### src/rtl/battery_monitor.sv
// battery_monitor: level counter with drain/charge prescaler, power FSM and registered level indicators
module battery_monitor #(
  parameter int MAX       = 100,
  parameter int HI_TH     = 70,
  parameter int LO_TH     = 30,
  parameter int DRAIN_DIV = 1000,
  parameter int CHG_DIV   = 500
) (
  input  logic       CLK,
  input  logic       RST_N,
  input  logic       LD,
  input  logic       E,
  input  logic       D,
  input  logic       F,
  input  logic       A,
  input  logic       DOCK,
  output logic       Alto,
  output logic       Medio,
  output logic       Baixo,
  output logic       MOTOR_EN,
  output logic       CHARGING,
  output logic [7:0] LEVEL
);
  localparam int PMAX = (DRAIN_DIV > CHG_DIV) ? DRAIN_DIV : CHG_DIV;
  localparam int PW   = $clog2(PMAX + 1);

  typedef enum logic [1:0] {IDLE, DRAIN, CHARGE, DEAD} state_t;

  state_t        state_q, state_d;
  logic [7:0]    level_q, level_d;
  logic [PW-1:0] presc_q, presc_d;
  logic          alto_q, alto_d, medio_q, medio_d, baixo_q, baixo_d, motor_q, motor_d;
  logic          stay, drain_end, chg_end, counting;

  // next state by fixed priority: dock, empty battery, powered motion, otherwise idle
  always_comb begin
    state_d = DOCK ? CHARGE : (level_q == 8'd0) ? DEAD : (LD && (E | D | F | A)) ? DRAIN : IDLE;
  end

  // prescaler and level stepping; a state change discards the partial count and suppresses the step
  always_comb begin
    stay      = (state_d == state_q);
    drain_end = (presc_q == PW'(DRAIN_DIV - 1));
    chg_end   = (presc_q == PW'(CHG_DIV - 1));
    counting  = stay && (state_q == DRAIN || state_q == CHARGE);
    presc_d   = !counting ? '0 : ((state_q == DRAIN) ? drain_end : chg_end) ? '0 : presc_q + PW'(1);
    level_d   = (counting && state_q == DRAIN && drain_end && level_q != 8'd0) ? level_q - 8'd1 :
                (counting && state_q == CHARGE && chg_end && level_q < 8'(MAX)) ? level_q + 8'd1 : level_q;
    baixo_d   = (level_q != 8'd0);
    medio_d   = (level_q >= 8'(LO_TH));
    alto_d    = (level_q >= 8'(HI_TH));
    motor_d   = LD && (state_d == IDLE || state_d == DRAIN);
  end

  // state, level, prescaler and registered outputs
  always_ff @(posedge CLK or negedge RST_N) begin
    if (!RST_N) begin
      state_q <= IDLE;
      level_q <= 8'(MAX);
      presc_q <= '0;
      alto_q  <= 1'b1;
      medio_q <= 1'b1;
      baixo_q <= 1'b1;
      motor_q <= 1'b0;
    end else begin
      state_q <= state_d;
      level_q <= level_d;
      presc_q <= presc_d;
      alto_q  <= alto_d;
      medio_q <= medio_d;
      baixo_q <= baixo_d;
      motor_q <= motor_d;
    end
  end

  assign Alto     = alto_q;
  assign Medio    = medio_q;
  assign Baixo    = baixo_q;
  assign MOTOR_EN = motor_q;
  assign CHARGING = (state_q == CHARGE);
  assign LEVEL    = level_q;
endmodule

### config.mk
export PLATFORM = sky130hd
export DESIGN_NAME = battery_monitor
export DESIGN_NICKNAME = d
export VERILOG_FILES = /design/src/rtl/battery_monitor.sv
export SDC_FILE = /design/constraint.sdc
export NUM_CORES = 1
export LEC_CHECK = 0
export CORE_ASPECT_RATIO = 0.7
export CORE_UTILIZATION = 35
export DETAILED_ROUTE_END_ITERATION = 16
export GPL_ROUTABILITY_DRIVEN = 0
export PLACE_DENSITY = 0.56
export SLEW_MARGIN = 20
export SYNTH_ARGS = -nofsm -noshare
export SYNTH_HDL_FRONTEND = slang
export SYNTH_SLANG_ARGS = --single-unit
export TNS_END_PERCENT = 10
### constraint.sdc
create_clock -name CLK -period 10.05 [get_ports CLK]
set_input_delay 1.5075 -clock CLK [delete_from_list [all_inputs] [get_ports CLK]]
set_output_delay 1.5075 -clock CLK [all_outputs]
set_load 0.02 [all_outputs]
==> flow_metrics.py <==
metrics = {
    "critical_path": {
        "worstSetupEndpointType": "flip-flop",
        "critical_path_class": "input port to flip-flop",
        "r2r-start": "LEVEL[3]",
        "required_ps": 10260,
        "worst-endpoint-arrival_ps": 4970,
        "critical_path_peak_fanout": 6,
        "critical_path.startpoint": "LD",
        "timing.critical_path.from_type": "input port",
    },
    "layout": {
        "antenna-diode-count": 0,
        "layout.core_utilization_pct": 45.31,
        "final_layout_size_suffix_gt1_share_pct": 10.67,
        "final_cells": 230,
        "area_growth_from_synthesis_to_layout_pct": 20.75,
        "nets": 197,
    },
    "clocking": {
        "cts_post_setup_buffers_inserted": 0,
        "tritoncts": "yes",
        "cts_buffers": 3,
        "h-tree-depth": 1,
        "clk-insertion-delay-late_ps": 270,
        "tritoncts_sinks": 24,
        "post_cts_resize_count": 0,
        "ctsHoldBuffers": 0,
        "clk_pin_slew_ps": 80,
        "clock_path_buffers": 2,
        "clock_tree.root_cell": "sky130_fd_sc_hd__clkbuf_8",
    },
    "die": {
        "boundaryPins": 21,
        "dieWidth_um": 80.45,
        "floorplan.initialDensity_pct": 37.53,
        "core-area_sq_um": 4018,
        "std_cell_rows": 19,
        "fp.dieH_um": 56.91,
        "die_outline_area_sq_um": 4578,
    },
    "synthesis": {
        "synth.top_cell.area_share_pct": 29.88,
        "synth_cells": 155,
        "synth-edff-count": 0,
        "synth_sequential_area_ratio_pct": 40.33,
        "most_common_library_cells_after_synthesis": "sky130_fd_sc_hd__nor2_1, sky130_fd_sc_hd__dfrtp_1, sky130_fd_sc_hd__ha_1, sky130_fd_sc_hd__inv_1, sky130_fd_sc_hd__nand3_1",
        "yosys.cell_count.top_type": "sky130_fd_sc_hd__nor2_1",
        "synthesis.nets": 173,
        "synth_seq_cells": 24,
        "yosysUniqueCellTypes": 43,
        "ys_async_sr_fraction_pct": 100.0,
        "yosys.area.top_type": "sky130_fd_sc_hd__dfrtp_1",
        "avgSynthCellArea_sq_um": 9.727,
        "synthesis.yosys.warnings": 0,
        "ys_top_cells_by_area": "sky130_fd_sc_hd__dfrtp_1, sky130_fd_sc_hd__dfstp_2, sky130_fd_sc_hd__ha_1",
        "synthFlopType": "sky130_fd_sc_hd__dfrtp_1",
        "post_synth_instance_area_sq_um": 1508,
    },
    "placed_design": {
        "post-place-ws_ps": 5085,
        "port_buffers": 20,
        "dp_cells": 226,
        "dp.final_hpwl_um": 2430,
    },
    "sta": {
        "timing.final.hold_violations": 0,
        "crit_share_post_route_pct": 47.31,
        "final.setup.worst_slack_ps": 5295,
        "layout_min_cycle_time_ps": 4755,
        "final_count_of_negative_setup_slack_endpoints": 0,
        "rsz0062_at_grt": "no",
        "timing.slew.headroom_pct": 51.65,
        "max_freq_mhz": 210.3,
        "setup-tns-final_ps": 0,
        "worstMarginPinSlew_ps": 715.8,
        "skew_ps": 3.946,
        "timing_max_transition_violations_final": 0,
    },
    "routing": {
        "drt_drc_violations_left": 0,
        "vias_per_cell": 5.287,
        "routed_wl_um": 3244,
        "drt_pass1_iterations": 4,
        "via_count": 1216,
        "route.detailed.wl_per_inst_um": 14.10,
        "drtAntennaViolNets": 0,
        "first_iter_violations": 93,
    },
    "grt": {
        "number_of_global_route_vias_before_repair": 1102,
        "gr-usage-all-layers_pct": 15.91,
        "grt_pass1_wl_um": 5554,
        "global_route.overflow_total": 0,
        "grt_start_max_net_pins": 25,
        "antenna_found_initial": 0,
    },
    "power": {
        "power.static_leakage_nw": 0.7693,
        "fin_total_pwr_w": 0.0001799,
        "vdd.ir_drop.worst_uv": 53.12,
        "power.density_nw_per_um2": 98.79,
    },
    "run_status": {
        "outcome": "finished, final reports clean",
    },
    "job": {
        "max_cap_violations": 0,
    },
    "hold_path": {
        "critical_hold_path_startpoint": "presc_q[0]",
        "min-delay-path-class": "flip-flop to flip-flop",
    },
}
-- worst max-delay path: stages --
cell and delay, ps:
sky130_fd_sc_hd__clkdlybuf4s50_1 520, sky130_fd_sc_hd__o41ai_4 110, sky130_fd_sc_hd__nand2b_1 170, sky130_fd_sc_hd__mux2_2 270
sky130_fd_sc_hd__o31ai_2 310, sky130_fd_sc_hd__and2_1 230, sky130_fd_sc_hd__and3_1 310, sky130_fd_sc_hd__ha_1 270
sky130_fd_sc_hd__a21oi_1 200, sky130_fd_sc_hd__o211ai_1 150, sky130_fd_sc_hd__o41ai_1 510, sky130_fd_sc_hd__nor3_1 80
sky130_fd_sc_hd__a21oi_1 150, sky130_fd_sc_hd__o211a_1 160
-- placed cells by master, fill, tap and decap left out, drive strengths merged, types with 4 or more instances in the layout --
cell           netlist  final
nor2                20     20
clkdlybuf4s50        0     20
dfrtp               18     18
inv                  9      9
ha                   9      9
nand3                9      9
a21oi                7      7
o21ai                7      7
xor2                 7      7
nor3                 7      7
dfstp                6      6
nand2b               6      6
and3                 5      5
nand2                5      5
xnor2                5      5
clkbuf               1      4
o31ai                4      4
-- worst paths after layout --
path / end / slack (ps) / cells after the start
hold reg to reg: presc_q[0] / 490 / 1
max in group asynchronous: LEVEL[6] / 8180 / 2
setup reg to reg: LEVEL[7] / 6200 / 13
setup / recovery: LEVEL[7] / 5300 / 14
min in group asynchronous: presc_q[8] / 1590 / 2
hold / removal: presc_q[0] / 490 / 1
-- per-stage QoR --
| stage | hold slack [ps] | instance area (sq um) |
|---|---|---|
| after floorplan | 455.3 | 1508 |
| after global placement | 476.4 | 1765 |
| after detailed placement | 482.5 | 1765 |
| after CTS | 494.9 | 1821 |
| after global routing | 530.0 | 1821 |
| final | 490.8 | 1821 |
-- state kept, by name, indices dropped and copies added (netlist names) --
signal,flops
Medio,1
Alto,1
Baixo,1
LEVEL,8
state_q,2
presc_q,10
MOTOR_EN,1
-- logic make-up after synthesis --
group	share of synthesized area [%]
buffers and inverters	3.236
AO/OA/AOI/OAI	16.02
multiplexers	0.7468
AND/OR/NAND/NOR	23.90
flip-flops	40.33
adder cells (fa/ha/maj)	8.797
XOR/XNOR	6.971
-- metal layers --
metal	global-route usage, %	vias to the layer above	wire [um]
met1	25.20	575	1663
met2	20.82	38	1362
met5	0	-	0
met3	3.902	2	202
met4	4.592	0	16
li1	-	601	-
-- power by group --
group / internal [W] / switching [W] / leakage [nW]
Clock: 0.0000350 / 0.0000318 / 0.0288
Sequential: 0.0000976 / 0.00000119 / 0.293
Combinational: 0.00000641 / 0.00000778 / 0.448
-- area by class of cell --
class                   count  area (sq um)
clock buffers               4         55.05
fillers                   363          2197
inverters                   9         33.78
multi-input cells         120         850.8
flip-flops and latches     24         608.1
well taps                  52         65.06
repair buffers             21         207.7
No activity file was read; power rests on OpenSTA's default activity.
